## src/rtl/multicycle_ctrl.sv

```systemverilog
// Multi-cycle MIPS sequencer: Moore FSM sharing one memory port and one ALU across cycles,
// with a memory-wait timeout and a sticky fault state.
module multicycle_ctrl #(
  parameter int unsigned TIMEOUT_CYCLES = 15,
  parameter int unsigned CNT_W          = 8
) (
  input  logic       i_clk,
  input  logic       i_rst_n,
  input  logic [5:0] i_instr_code,
  input  logic       i_mem_ready,
  output logic [3:0] o_state,
  output logic       o_pc_wr,
  output logic       o_beq,
  output logic       o_bne,
  output logic [1:0] o_pc_src,
  output logic       o_iord,
  output logic       o_ir_wr,
  output logic       o_mem_rd,
  output logic       o_mem_wr,
  output logic       o_mem_reg,
  output logic       o_reg_dst,
  output logic       o_reg_wr,
  output logic       o_alu_src_a,
  output logic [1:0] o_alu_src_b,
  output logic [1:0] o_alu_op,
  output logic       o_extend,
  output logic       o_fault
);

  localparam logic [5:0] OP_RTYP  = 6'b000000;
  localparam logic [5:0] OP_ADDIU = 6'b001001;
  localparam logic [5:0] OP_SOLT  = 6'b101010;
  localparam logic [5:0] OP_BEQ   = 6'b000100;
  localparam logic [5:0] OP_BNE   = 6'b000101;
  localparam logic [5:0] OP_JUMP  = 6'b000010;
  localparam logic [5:0] OP_LW    = 6'b100011;
  localparam logic [5:0] OP_SW    = 6'b101011;

  localparam logic [CNT_W-1:0] CNT_LIMIT = CNT_W'(TIMEOUT_CYCLES - 1);
  localparam logic [CNT_W-1:0] CNT_MAX   = '1;

  typedef enum logic [3:0] {
    S_IDLE     = 4'd0,
    S_FETCH    = 4'd1,
    S_DECODE   = 4'd2,
    S_MEM_ADDR = 4'd3,
    S_MEM_RD   = 4'd4,
    S_MEM_WB   = 4'd5,
    S_MEM_WR   = 4'd6,
    S_EXEC_R   = 4'd7,
    S_R_WB     = 4'd8,
    S_EXEC_I   = 4'd9,
    S_I_WB     = 4'd10,
    S_BRANCH   = 4'd11,
    S_JUMP     = 4'd12,
    S_FAULT    = 4'd15
  } state_e;

  state_e           r_state;
  state_e           w_next;
  logic [CNT_W-1:0] r_cnt;
  logic [CNT_W-1:0] w_cnt_next;
  logic             w_wait;
  logic             w_timeout;

  always_ff @(posedge i_clk) begin
    if (!i_rst_n) begin
      r_state <= S_IDLE;
      r_cnt   <= '0;
    end else begin
      r_state <= w_next;
      r_cnt   <= w_cnt_next;
    end
  end

  // Timeout fires on the last allowed not-ready cycle; ready on that cycle still wins.
  always_comb begin
    w_wait    = (r_state == S_FETCH) || (r_state == S_MEM_RD) || (r_state == S_MEM_WR);
    w_timeout = w_wait && !i_mem_ready && (TIMEOUT_CYCLES != 0) && (r_cnt == CNT_LIMIT);
  end

  always_comb begin
    w_next = S_FAULT;
    case (r_state)
      S_IDLE:     w_next = S_FETCH;
      S_FETCH:    w_next = w_timeout ? S_FAULT : (i_mem_ready ? S_DECODE : S_FETCH);
      S_DECODE: begin
        case (i_instr_code)
          OP_RTYP:           w_next = S_EXEC_R;
          OP_ADDIU, OP_SOLT: w_next = S_EXEC_I;
          OP_LW, OP_SW:      w_next = S_MEM_ADDR;
          OP_BEQ, OP_BNE:    w_next = S_BRANCH;
          OP_JUMP:           w_next = S_JUMP;
          default:           w_next = S_FAULT;
        endcase
      end
      S_MEM_ADDR: begin
        if (i_instr_code == OP_LW)      w_next = S_MEM_RD;
        else if (i_instr_code == OP_SW) w_next = S_MEM_WR;
        else                            w_next = S_FAULT;
      end
      S_MEM_RD:   w_next = w_timeout ? S_FAULT : (i_mem_ready ? S_MEM_WB : S_MEM_RD);
      S_MEM_WB:   w_next = S_FETCH;
      S_MEM_WR:   w_next = w_timeout ? S_FAULT : (i_mem_ready ? S_FETCH : S_MEM_WR);
      S_EXEC_R:   w_next = S_R_WB;
      S_R_WB:     w_next = S_FETCH;
      S_EXEC_I:   w_next = S_I_WB;
      S_I_WB:     w_next = S_FETCH;
      S_BRANCH:   w_next = S_FETCH;
      S_JUMP:     w_next = S_FETCH;
      default:    w_next = S_FAULT;
    endcase
  end

  // Counter only runs while staying in a wait state without ready; anything else clears it.
  always_comb begin
    w_cnt_next = '0;
    if (w_wait && !i_mem_ready && (w_next == r_state)) begin
      w_cnt_next = (r_cnt == CNT_MAX) ? r_cnt : r_cnt + CNT_W'(1);
    end
  end

  always_comb begin
    o_pc_wr     = 1'b0;
    o_beq       = 1'b0;
    o_bne       = 1'b0;
    o_pc_src    = 2'b00;
    o_iord      = 1'b0;
    o_ir_wr     = 1'b0;
    o_mem_rd    = 1'b0;
    o_mem_wr    = 1'b0;
    o_mem_reg   = 1'b0;
    o_reg_dst   = 1'b0;
    o_reg_wr    = 1'b0;
    o_alu_src_a = 1'b0;
    o_alu_src_b = 2'b00;
    o_alu_op    = 2'b00;
    o_extend    = 1'b0;
    o_fault     = 1'b0;
    case (r_state)
      S_FETCH: begin
        o_mem_rd    = 1'b1;
        o_alu_src_b = 2'b01;
        o_ir_wr     = i_mem_ready;
        o_pc_wr     = i_mem_ready;
      end
      S_DECODE: begin
        o_alu_src_b = 2'b11;
        o_extend    = 1'b1;
      end
      S_MEM_ADDR: begin
        o_alu_src_a = 1'b1;
        o_alu_src_b = 2'b10;
        o_extend    = 1'b1;
      end
      S_MEM_RD: begin
        o_mem_rd = 1'b1;
        o_iord   = 1'b1;
      end
      S_MEM_WB: begin
        o_reg_wr  = 1'b1;
        o_mem_reg = 1'b1;
      end
      S_MEM_WR: begin
        o_mem_wr = 1'b1;
        o_iord   = 1'b1;
      end
      S_EXEC_R: begin
        o_alu_src_a = 1'b1;
        o_alu_op    = 2'b10;
      end
      S_R_WB: begin
        o_reg_wr  = 1'b1;
        o_reg_dst = 1'b1;
      end
      S_EXEC_I: begin
        o_alu_src_a = 1'b1;
        o_alu_src_b = 2'b10;
        o_alu_op    = 2'b11;
      end
      S_I_WB:   o_reg_wr = 1'b1;
      S_BRANCH: begin
        o_alu_src_a = 1'b1;
        o_alu_op    = 2'b01;
        o_pc_src    = 2'b01;
        o_beq       = (i_instr_code == OP_BEQ);
        o_bne       = (i_instr_code == OP_BNE);
      end
      S_JUMP: begin
        o_pc_wr  = 1'b1;
        o_pc_src = 2'b10;
      end
      S_FAULT:  o_fault = 1'b1;
      default:  ;
    endcase
  end

  assign o_state = r_state;

endmodule

```

## config.mk

```make
export PLATFORM = sky130hd
export DESIGN_NAME = multicycle_ctrl
export DESIGN_NICKNAME = d
export VERILOG_FILES = /design/src/rtl/multicycle_ctrl.sv
export SDC_FILE = /design/constraint.sdc
export NUM_CORES = 1
export LEC_CHECK = 0
export CAP_MARGIN = 10
export CORE_MARGIN = 4
export CORE_UTILIZATION = 35
export CTS_BUF_LIST = sky130_fd_sc_hd__clkbuf_8
export DETAILED_ROUTE_END_ITERATION = 6
export SYNTH_ARGS = -nofsm -noshare
export SYNTH_HDL_FRONTEND = slang
export SYNTH_SLANG_ARGS = --single-unit
export TNS_END_PERCENT = 10
```

## constraint.sdc

```tcl
create_clock -name i_clk -period 2.2 [get_ports i_clk]
set_clock_uncertainty 0.1 [all_clocks]
set_input_delay 0.22 -clock i_clk [delete_from_list [all_inputs] [get_ports i_clk]]
set_output_delay 0.22 -clock i_clk [all_outputs]
set_load 0.05 [all_outputs]
```

==> results of run 1 <==
[power breakdown]
part           leakage, nW  total, mW  switching [mW]  internal (mW)
Sequential          0.0979      0.330          0.0838          0.247
Clock               0.0288      0.238          0.0805          0.158
Combinational        0.534       1.27           0.742          0.528
Total                0.660       1.84           0.906          0.933
[stage by stage]
step	TNS [ns]	std cells	worst slack (ns)	instance area [sq um]
after floorplan	-1.97	151	-0.336	1160
after global placement	0	222	0.255	1690
after detailed placement	0	222	0.247	1690
after CTS	0	226	0.0326	1740
after global routing	0	226	0.0236	1750
final	0	226	0.105	1750
[Yosys cell counts, types with 2 or more instances]
master / instances / area, sq um
a211o_1: 2 / 17.5
a211oi_1: 2 / 15.0
a21oi_1: 5 / 25.0
a311oi_1: 2 / 17.5
a31oi_1: 5 / 31.3
a41oi_1: 2 / 17.5
and2_1: 3 / 18.8
and3_1: 2 / 12.5
and4_1: 3 / 26.3
and4b_1: 4 / 40.0
buf_2: 7 / 35.0
clkbuf_1: 5 / 18.8
dfxtp_1: 12 / 240
ha_1: 2 / 25.0
inv_1: 7 / 26.3
nand2_1: 7 / 26.3
nand2b_1: 5 / 31.3
nand3_1: 3 / 15.0
nand4_1: 6 / 37.5
nor2_1: 16 / 60.1
nor3_1: 9 / 45.0
nor3_2: 2 / 20.0
nor4_1: 5 / 31.3
o21ai_0: 7 / 35.0
o221ai_1: 2 / 17.5
xnor2_1: 4 / 35.0
[state kept, by name, indices dropped and copies added (netlist names)]
register and count:
o_state 4, r_cnt 8
[worst reg2reg max path, stage by stage, from the launching register on]
cell and delay [ns]:
dfxtp_1 0.42, inv_1 0.10, ha_1 0.21, and4b_1 0.25
a31oi_1 0.32, nor4_4 0.10, o31a_1 0.31
[routing by layer]
layer	vias up	GRT usage, %	part of all wire (%)
met5	-	0	0
met3	4	2.25	5.4
met4	0	5.54	1.1
met1	562	22.5	48
met2	40	22.7	46
li1	629	-	-
[layout make-up]
class	count	area [sq um]	area share, %
multi-input cells	119	835	47.8
repair buffers	40	533	30.5
flip-flops and latches	12	241	13.8
clock buffers	4	55.1	3.15
well taps	44	55.1	3.15
inverters	7	26.3	1.51
[cells by family after synthesis]
| family | synth area share, % |
|---|---|
| AND/OR/NAND/NOR | 41.3 |
| buffers and inverters | 7.50 |
| flip-flops | 21.2 |
| XOR/XNOR | 3.86 |
| adder cells (fa/ha/maj) | 2.20 |
| multiplexers | 0.882 |
| AO/OA/AOI/OAI | 23.0 |
[layout by cell type (no fill, tap or decap), types with 2 or more instances in the layout]
cell type	count
a211oi_1	2
o221ai_1	2
a211o_1	2
a21oi_1	5
and4_1	2
xnor2_1	4
and2_1	3
ha_1	2
nor4_1	4
nor3_2	5
o21ai_0	7
nor2_1	15
clkbuf_8	4
nand2b_1	5
inv_1	7
a41oi_1	2
buf_12	17
a31oi_1	5
dfxtp_1	11
clkdlybuf4s50_1	8
nand2_1	7
a311oi_1	2
nand4_1	6
and3_1	2
nor3_1	6
and4b_1	4
nand3_1	3
buf_4	15
[worst paths after layout]
path                              endpoint       start  depth (start not counted)  slack [ns]
worst max-delay path              o_mem_wr  o_state[0]                          5        0.10
worst min-delay path              r_cnt[1]    r_cnt[1]                          2        0.46
worst max register to register  o_state[2]    r_cnt[0]                          6        0.28
worst min register to register    r_cnt[1]    r_cnt[1]                          2        0.46
==> results.cfg, run 1 <==
[clock_network]
tritoncts = done
cts_buffers = 3
clock-sinks = 12
postCtsHoldBufs = 0
cts.reportedPaths.clkPinSlew_ns = 0.05
post_cts_resized = 0
ctsLongestPathBuffers = 2
clk_latency_ns = 0.24
cts_max_level = 1
root_buffer = clkbuf_8
postCtsSetupBuffers = 0

[worst_setup_path]
critPathBufInv = 3
worst_path_max_delay_cell = dfxtp_1
worstPathMaxFanout = 13
timing.critical_path.to_type = output port
cpLargestDelayFamily = simple AND/OR/NAND/NOR gates
arrival_ns = 1.78
path_class = flip-flop to output port
required_ns = 1.88
cp-start-kind = flip-flop
critical_path.cell_chain = buf_4, or3b_4, inv_1, and2_1, buf_12
critPathMaxStageDelay_ns = 0.45

[timing]
worstMarginPinSlew_ns = 0.479
timing.final.crit_share_pct = 95.2
whs_ns = 0.464
setup_viol = 0
min_period_ns = 2.10
fmax_mhz = 477
relSlewSlack_pct = 68.0
drv_slew = 0
hold_viol = 0
rsz0062_at_grt = no

[die]
io_pins = 32
start_util_pct = 36.9
chipHeight_microns = 64.9
rows = 20
core_sq_um = 3080
die-area_sq_um = 4220
die_x_microns = 64.9

[power]
leakagePower_nw = 0.660
vdd.ir_drop.worst_uv = 322
total_power_mw = 1.84
powerDensity_nw_per_um2 = 1050

[cells_and_area]
diodes = 0
nFillCells = 295
drive_above_1_share_pct = 28.6
nets = 194
final_core_util_pct = 56.7
synthToLayoutAreaGrowth_pct = 53.8

[synth]
syn_inst = 151
synthArstFlopShare_pct = 0
seq_area_frac_synth_pct = 21.2
synth_warnings = 0
synth_area_sq_um = 1130
synth_area_per_cell_sq_um = 7.52
synth_ff_type = dfxtp_1
syn_nets = 162
synth-seq-cells = 12
ys_types = 48
synth_edf_count = 0

[grt]
grt_pass1_wl_microns = 5360
grt_max_degree = 17
grt_pass1_vias = 1129
grt_usage_pct = 15.4
grt_overflow = 0
antenna_found_initial = 0

[routing]
drtIter0Drc = 81
viasPerCell = 5.46
dr.pass1.iters = 4
wl_per_cell_microns = 13.8
drc_errors = 0
wirelength_microns = 3110
vias = 1235
drtAntennaViolNets = 0

[outcome]
status = complete, no violations

[flow_run]
cap_violations = 0

[placement]
io_buffers = 31
dp.final_hpwl_microns = 2450
routabilityCongestion = 0.848

[min_path]
hold_class = flip-flop to flip-flop
Power figures use the tool's default switching activity.
==> run 2: changes to the inputs <==
==> constraint.sdc (replaced) <==
create_clock -name i_clk -period 2.2 [get_ports i_clk]
set_clock_uncertainty 0.1 [all_clocks]
set_input_delay 0.66 -clock i_clk [delete_from_list [all_inputs] [get_ports i_clk]]
set_output_delay 0.66 -clock i_clk [all_outputs]
set_load 0.05 [all_outputs]
==> run 2 against run 1 <==
Hold slack better by 0.0042 ns. First-iteration DRC count rose by 14%. Final cell count grew 4.4%. Combinational power is 17% higher. Wire length grew 7.8%. Clock-buffer cell count down 1. Sequential power grew 7.0%. The flow now finishes with violations (setup timing). Register-to-register slack gained 0.04 ns. Global-route usage rose by 1.0 points. Largest cell class unchanged. Power rose by 11%.
==> results.cfg, run 2 (same netlist as run 1, synthesis figures left out) <==
[timing]
fmax_mhz = 428
worstMarginPinSlew_ns = 0.420
hold_viol = 0
fin_tns_setup_ns = -0.245
min_period_ns = 2.33
fin_ws_ns = -0.134
relSlewSlack_pct = 71.9
setup_viol = 3
drv_slew = 0
rsz0062_at_grt = yes
timing.final.crit_share_pct = 106

[worst_setup_path]
critical_path.cell_chain = buf_8, nor4_4, buf_4, and4_4, buf_12
critPathBufInv = 3
cp-start-kind = input port
critPathMaxStageDelay_ns = 0.30
path_class = input port to output port
arrival_ns = 1.57
worstPathMaxFanout = 2
timing.critical_path.to_type = output port
cpLargestDelayFamily = simple AND/OR/NAND/NOR gates
required_ns = 1.44
worst_path_max_delay_cell = nor4_4

[clock_network]
cts_max_level = 1
clk_latency_ns = 0.24
clock-sinks = 12
ctsLongestPathBuffers = 2
tritoncts = done
cts_buffers = 3
root_buffer = clkbuf_8
postCtsHoldBufs = 0
cts.reportedPaths.clkPinSlew_ns = 0.05
postCtsSetupBuffers = 0

[die]
rows = 20
start_util_pct = 36.9
chipHeight_microns = 64.9
io_pins = 32
die-area_sq_um = 4220
die_x_microns = 64.9
core_sq_um = 3080

[grt]
grt_max_degree = 18
grt_overflow = 0
grt_usage_pct = 16.4
grt_pass1_wl_microns = 5560
grt_pass1_vias = 1203
antenna_found_initial = 0

[cells_and_area]
synthToLayoutAreaGrowth_pct = 74.4
drive_above_1_share_pct = 41.7
largest_reg_flops = 8
largest_register = r_cnt
layout_commonest_cell = buf_12
diodes = 0
final_core_util_pct = 64.3
most-common-layout-cells = 22 x buf_12, 19 x buf_4, 15 x nor2_1
nets = 204
final_cell_count_no_fill = 236

[placement]
routabilityCongestion = 0.807
dp.cells = 232
io_buffers = 31
dp.final_hpwl_microns = 2610
pre_cts_ws_ns = -0.600

[power]
switching_share_pct = 48.5
leakagePower_nw = 0.756
netSwitchingPower_mw = 0.988
vdd.ir_drop.worst_uv = 429
pwr-share-clk_pct = 10.0
powerDensity_nw_per_um2 = 1030
p_comb_share_pct = 72.7
internal_power_mw = 1.05
seqPwrFrac_pct = 17.3

[routing]
wirelength_microns = 3360
wl_per_cell_microns = 14.2
drtAntennaViolNets = 0
drtIter0Drc = 92
dr.pass1.iters = 4
vias = 1319
drc_errors = 0
viasPerCell = 5.59

[outcome]
violations = setup timing
status = complete, but fails checks

[flow_run]
cap_violations = 0

[min_path]
hold_class = flip-flop to flip-flop
[run 2: final timing paths]
path	slack (ns)	end	startpoint	cells after the start
worst max register to register	0.32	r_cnt[1]	r_cnt[0]	7
worst min-delay path	0.47	r_cnt[4]	r_cnt[4]	2
worst max-delay path	-0.13	o_bne	i_instr_code[1]	5
worst min register to register	0.47	r_cnt[4]	r_cnt[4]	2
[run 2: metal layers]
layer	routed length [microns]	track usage, %
met3	152	1.56
met1	1600	24.2
met4	30	4.75
met5	0	0
met2	1570	25.0
[run 2: area by class of cell]
cell class	count	area (sq um)
clock inverter	1	3.75
fill	262	1100
timing repair buffer	50	674
multi-input combinational	119	926
inverter	7	26.3
clock buffer	3	41.3
sequential	12	253
tap	44	55.1
[run 2: timing repair]
item / in CTS / in global routing
gates resized for setup: 31 / 4
endpoints found under the setup margin: 8 / 8
pin swaps: 5 / 1
[run 2: per-stage QoR]
step           cell area (sq um)  power (mW)  hold slack (ns)
2_1_floorplan               1260        1.17            0.411
3_3_place_gp                1900        1.79            0.436
3_5_place_dp                1900        1.80            0.446
4_1_cts                     1970        2.03            0.461
5_1_grt                     1980        2.14            0.502
6_report                    1980        2.04            0.468
[run 2: power by group through the flow]
stage,clock network [mW],registers (mW),logic (mW)
global placement,0,0.343,1.45
global route,0.219,0.366,1.56
CTS,0.207,0.352,1.48
floorplan,0,0.362,0.804
finish,0.204,0.353,1.48
detailed placement,0,0.349,1.45
[run 2: worst register-to-register path, cell delays in order, from the launching register on]
cell and delay [ns]:
dfxtp_1 0.41, inv_1 0.10, ha_1 0.21, and4b_1 0.25, a31oi_1 0.31, nor4_4 0.08, buf_4 0.15, a211oi_1 0.18
==> run 3: changes to the inputs <==
--- a/config.mk
+++ b/config.mk
@@ -6,6 +6,7 @@
 export NUM_CORES = 1
 export LEC_CHECK = 0
 export CAP_MARGIN = 10
+export CORE_ASPECT_RATIO = 0.9
 export CORE_MARGIN = 4
 export CORE_UTILIZATION = 35
 export CTS_BUF_LIST = sky130_fd_sc_hd__clkbuf_8
==> run 3 against run 2 <==
The flow still finishes with violations (setup timing). Utilization rose by 0.95 points. Power up 3.9%. Die area about the same. Sequential power grew 1%. Fmax about the same. Sequential cell count unchanged. Final cell count grew 0.42%. Cell area up 1.9%. Sequential share of layout area down 0.24 points. Hold slack better by 0.0018 ns. Critical endpoint unchanged. Combinational power barely moved.
==> results.cfg, run 3 (same netlist as run 1, synthesis figures left out) <==
[routing]
vias = 1307
drc_errors = 0
viasPerCell = 5.51
drtIter0Drc = 72
wirelength_microns = 3520
wl_per_cell_microns = 14.8
dr.pass1.iters = 4
drtAntennaViolNets = 0

[cells_and_area]
largest_register = r_cnt
drive_above_1_share_pct = 44.1
diodes = 0
final_core_util_pct = 65.3
nets = 207
synthToLayoutAreaGrowth_pct = 77.7
largest_reg_flops = 8
post-route-cell-area_sq_um = 2020
most-common-layout-cells = 22 x buf_12, 22 x buf_4, 14 x nor2_1

[grt]
grt_usage_pct = 18.0
grt_pass1_wl_microns = 5790
use_met3_pct = 3.06
antenna_found_initial = 0
grt_max_degree = 15
use_met1_pct = 25.1
grt_busiest_layer = met2
grt_overflow = 0
met2_usage_pct = 26.9
grt_pass1_vias = 1270

[worst_setup_path]
reg2reg_to = r_cnt[1]
arrival_ns = 1.58
r2r-start = r_cnt[0]
critPathMaxStageDelay_ns = 0.31
worst_path_max_delay_cell = nor4_4
timing.critical_path.to_type = output port
critical_path.cell_chain = buf_6, nor4_4, buf_4, and4_4, buf_12
path_class = input port to output port
cp-start-kind = input port
r2r_cells = 7
worstPathMaxFanout = 2
reg2reg_slack_ns = 0.33
required_ns = 1.44

[timing]
drv_slew = 0
fmax_mhz = 428
setup_viol = 3
rsz0062_at_grt = yes
fin_ws_ns = -0.136
min_period_ns = 2.34
whs_ns = 0.470
worstMarginPinSlew_ns = 0.398
relSlewSlack_pct = 73.4
hold_viol = 0
timing.final.crit_share_pct = 106

[power]
vdd.ir_drop.worst_uv = 552
netSwitchingPower_mw = 1.02
seqPwrFrac_pct = 16.9
powerDensity_nw_per_um2 = 1050
leakagePower_nw = 0.770
internal_power_mw = 1.10
pwr-share-clk_pct = 11.8
switching_share_pct = 48.0
total_power_mw = 2.12
p_comb_share_pct = 71.2

[placement]
placed_area_sq_um = 1920
pre_cts_ws_ns = -0.625
dp.final_hpwl_microns = 2730
routabilityCongestion = 0.836
io_buffers = 31

[min_path]
hold_path.startpoint = r_cnt[7]
worstHoldEndpoint = r_cnt[7]
hold_class = flip-flop to flip-flop
worstHoldPathCells = 2

[die]
io_pins = 32
die_x_microns = 68.0
chipHeight_microns = 62.0
core_sq_um = 3090
die-area_sq_um = 4220
start_util_pct = 36.7
rows = 19

[flow_run]
cap_violations = 0

[clock_network]
ctsLongestPathBuffers = 2
clock-sinks = 12
root_buffer = clkbuf_8
postCtsHoldBufs = 0
clk_latency_ns = 0.25
tritoncts = done
cts_max_level = 1
cts.reportedPaths.clkPinSlew_ns = 0.06
cts_buffers = 3

[outcome]
violations = setup timing
status = complete, but fails checks
-- run 3: what timing repair did --
action | CTS | global route
endpoints found under the setup margin | 13 | 7
gates cloned | 0 | 0
buffers inserted | 0 | 0
pin swaps | 5 | 1
gates resized for setup | 32 | 5
-- run 3: metal layers --
layer | vias to the layer above | part of all wire, %
met1 | 619 | 47
met5 | - | 0
met3 | 5 | 4.1
met2 | 24 | 47
li1 | 659 | -
met4 | 0 | 1.7
-- run 3: final cells by class --
| class | count | area (sq um) |
|---|---|---|
| fill | 276 | 1070 |
| tap | 42 | 52.6 |
| multi-input combinational | 119 | 937 |
| timing repair buffer | 53 | 693 |
| inverter | 7 | 26.3 |
| sequential | 12 | 253 |
| clock buffer | 4 | 55.1 |
-- run 3: metrics by stage --
| step | TNS, ns | instances |
|---|---|---|
| detailed placement | -2.15 | 233 |
| global route | -0.458 | 237 |
| finish | -0.278 | 237 |
| global placement | -1.97 | 233 |
| floorplan | -3.19 | 151 |
| CTS | -0.303 | 237 |
-- run 3: worst max path at each step --
stage	depth (start not counted)	slack (ns)	end	startpoint
after CTS	5	-0.15	o_bne	i_instr_code[1]
after floorplan	4	-0.35	o_beq	i_instr_code[3]
after global placement	5	-0.58	o_beq	i_instr_code[4]
after detailed placement	5	-0.63	o_beq	i_instr_code[4]
final	5	-0.14	o_bne	i_instr_code[1]
after global routing	5	-0.18	o_beq	i_instr_code[1]
-- run 3: power by group through the flow --
stage                     sequential [mW]  combinational (mW)  clock (mW)
after floorplan                     0.362               0.804           0
after global placement              0.348                1.46           0
after detailed placement            0.350                1.48           0
after CTS                           0.352                1.50       0.254
after global routing                0.367                1.58       0.263
final                               0.358                1.51       0.251
-- run 3: critical path: cells and delay by family --
family	cells	cell delay [ns]
and+or+nand+nor	2	0.53
buffers and inverters	3	0.39
==> RTL edit 1, RTL diff (settings of run 2) <==
Reset style: asynchronous (`i_rst_n`), changed in one clocked block.
--- a/src/rtl/multicycle_ctrl.sv
+++ b/src/rtl/multicycle_ctrl.sv
@@ -63,7 +63,7 @@
   logic             w_wait;
   logic             w_timeout;
 
-  always_ff @(posedge i_clk) begin
+  always_ff @(posedge i_clk or negedge i_rst_n) begin
     if (!i_rst_n) begin
       r_state <= S_IDLE;
       r_cnt   <= '0;
Function: differs if i_rst_n is asserted again (counterexample within 4 cycles, from zero or initial values and one cycle with i_rst_n low); with i_rst_n held inactive, the same outputs for 10 cycles.
==> RTL edit 1 against run 2 <==
The run still ends with setup timing left. Final area fell by 0.19%. Critical path depth down 1. Synthesized area decreased by 2.6%. Worst setup slack got worse by 210 ps. Wire length is 1.3% lower. Total power up 44%. Combinational power increased by 59%. Fmax down 8.4%. Global-route usage grew 0.42 points. Sequential cell count is the same. Largest cell class unchanged.
==> RTL edit 1: results (changes against run 2) <==
worst reg2reg path endpoint=r_cnt[3]; via/cell ratio=5.390 (-3.6%); met1 Resource Use GR=23.23% (-1.0 points); Final Setup Violations=7 (+4); CP startpoint=i_instr_code[5]; Post-synth top cells=16 x nor2_1, 12 x dfrtp_1, 10 x nand2_1; Synth cell types=50 (+4.2%); CORE AREA=3028 sq um (-1.6%); Routed WL per cell=14.33 um (+0.79%); R2R depth=4 (-3); failing checks=setup timing; wire length on met3=196 um (+29%); routed wire length on met2=1539 um (-2.1%); DP HPWL=2605 um (-0.21%); met2 usage=26.19% (+1.2 points); setup slack after layout=-346.9 ps (-212.7 ps); Comb power=2.35 mW (+59%); r2r startpoint=r_cnt[5]; LEAKAGE=0.8375 nW (+11%); gp weighted congestion=0.8889 (+10%); sequential power=0.372 mW (+5%); status=complete, but fails checks; routing usage on met3=5.448% (+3.9 points); Nets=200 (-2.0%); Comb pwr share=80.4% (+7.7 points); Switch Pwr=1.434 mW (+45%)
-- RTL edit 1: cell count changes in the layout (fill, tap and decap cells not counted), sizes merged, moves of 4 or more --
cell and delta:
nand4 -4, dfrtp +12, and4b -4, buf +6, dfxtp -12
-- RTL edit 1: worst min path at each step --
stage,from,endpoint,slack [ps]
2_1_floorplan,i_rst_n,o_state[0],260
3_3_place_gp,r_cnt[7],r_cnt[7],480
3_5_place_dp,r_cnt[7],r_cnt[7],500
4_1_cts,r_cnt[7],r_cnt[7],510
5_1_grt,r_cnt[1],r_cnt[1],570
6_report,r_cnt[6],r_cnt[6],510
-- RTL edit 1: final cells by class --
cell class,count,area [sq um],share of cell area [%]
multi-input cells,111,825.8,41.80
clock buffers,3,41.29,2.090
inverters,6,22.52,1.140
flip-flops and latches,12,305.3,15.45
repair buffers,55,725.7,36.73
well taps,44,55.05,2.787
-- RTL edit 1: timing repair --
action,CTS,global route
pin swaps,4,2
resized for setup,28,4
endpoints found under the setup margin,15,14
cloned,0,0
setup buffers,1,0
==> RTL edit 2, RTL diff (flow settings as in run 2) <==
Made on the original files. The parameter `CNT_W` goes from 8 to 6.
--- a/src/rtl/multicycle_ctrl.sv
+++ b/src/rtl/multicycle_ctrl.sv
@@ -2,7 +2,7 @@
 // with a memory-wait timeout and a sticky fault state.
 module multicycle_ctrl #(
   parameter int unsigned TIMEOUT_CYCLES = 15,
-  parameter int unsigned CNT_W          = 8
+  parameter int unsigned CNT_W          = 6
 ) (
   input  logic       i_clk,
   input  logic       i_rst_n,
Behaviour: no difference found for any inputs over 10 cycles, from zero or initial values and one cycle with i_rst_n low; that may be too few to reach the edited logic, so the function may still have changed.
==> RTL edit 2 against run 2 <==
Synthesized area decreased by 12%. Wire length decreased by 7.3%. Sequential cell count decreased by 2. Count of clock-buffer cells in the layout increased by 1. Total power decreased by 30%. Final area unchanged. Worst setup slack improved by 140 ps. Die area decreased by 11%. Highest routed layer unchanged.
==> RTL edit 2: results (changes against run 2) <==
LEAKAGE=0.8240 nW (+9.0%); CP top delay family=buffers and inverters; Synth cell types=45 (-6.3%); gp weighted congestion=0.8719 (+8.1%); largest net degree at the start of global routing=17 (-1); R2R Setup Slk=220 ps (-100 ps); Seq/Total Area, Yosys=20.13% (-1.0 points); top post-synthesis cells by area=dfxtp_1 20%, nor2_1 8.3%, nand2_1 6.0%, a21oi_1 5.5%, nand2b_1 3.8%; status=finished clean; r2r startpoint=o_state[1]; post-synthesis instance total=147 (-2.6%); crit path DAT=1430 ps (-140 ps); VDD IR max=0.6303 mV (+47%); CP endpoint=o_pc_wr; global-route wire length before repair=5099 um (-8.3%); Sw Ratio=43.31% (-5.2 points); share of layout cells above drive strength 1=44.39% (+2.7 points); DRT iter0 DRCs=27 (-71%); Routed Wire Length=3109 um (-7.3%); CP startpoint=i_mem_ready; R2R depth=5 (-2); syn_nets=158 (-2.5%); Post-synth top cells=22 x nor2_1, 16 x nand2_1, 11 x a21oi_1; Placed Area=1809 sq um (-4.8%); via count=1,271 (-3.6%); Slowest-stage cell, CP=dlygate4sd2_1; DP HPWL=2525 um (-3.3%)
-- RTL edit 2: through the flow --
step                setup TNS (ps)  worst slack (ps)  utilization (%)  hold WS [ps]  power (mW)
floorplan                    -1448            -194.2                -         439.3      0.7724
global placement             -3043            -343.7            66.18         468.7       1.145
detailed placement           -3389            -404.9            66.18         494.6       1.151
CTS                              0             8.715            71.03         508.6       1.413
global route                -108.8            -37.72            72.40         554.5       1.506
finish                           0             8.874            72.40         497.5       1.434
-- RTL edit 2: worst min-delay path by stage --
stage	start	endpoint	slack, ps	cells after the start
after floorplan	r_cnt[1]	r_cnt[1]	440	2
after global placement	r_cnt[1]	r_cnt[1]	470	2
after detailed placement	r_cnt[1]	r_cnt[1]	490	2
after CTS	r_cnt[1]	r_cnt[1]	510	2
after global routing	r_cnt[1]	r_cnt[1]	550	2
final	r_cnt[1]	r_cnt[1]	500	2
-- RTL edit 2: timing repair --
item / in CTS / in global routing
hold buffers: 0 / 0
setup buffers: 6 / 2
hold endpoints to repair: 0 / 0
endpoints found under the setup margin: 11 / 10
pin swaps: 7 / 2
gates resized for setup: 33 / 4
-- RTL edit 2: routing by layer --
metal  global-route usage [%]  vias to the layer above  wire length, um
met5                        0                        -                0
met4                    3.715                        0               35
met3                    2.096                        4              148
met2                    31.42                       36             1595
met1                    22.05                      582             1329
li1                         -                      649                -
-- RTL edit 2: worst reg2reg max path: stages (launching register included) --
cell and delay (ps):
dfxtp_4 380, buf_4 180, or3b_1 400, a2111o_1 470
a21oi_4 170, nor4b_2 210
-- RTL edit 2: power by group through the flow --
stage,registers (mW),clock network (mW),logic (mW)
2_1_floorplan,0.265,0,0.507
3_3_place_gp,0.250,0,0.895
3_5_place_dp,0.251,0,0.900
4_1_cts,0.250,0.231,0.933
5_1_grt,0.244,0.243,1.02
6_report,0.240,0.224,0.970
-- RTL edit 2: final cells by class --
| class | instances | area (sq um) |
|---|---|---|
| clock buffers | 4 | 55.05 |
| fillers | 215 | 754.5 |
| inverters | 6 | 22.52 |
| multi-input cells | 121 | 882.1 |
| flip-flops and latches | 10 | 215.2 |
| well taps | 31 | 38.79 |
| repair buffers | 64 | 765.7 |
-- RTL edit 2: logic make-up after synthesis --
group                      synth area share, %
AOI/OAI and AO/OA                        24.15
DFF                                      20.13
and+or+nand+nor                          39.50
xor gates and xnor gates                 4.402
adders and majority gates                2.515
buffers and inverters                    7.295
muxes                                    2.013
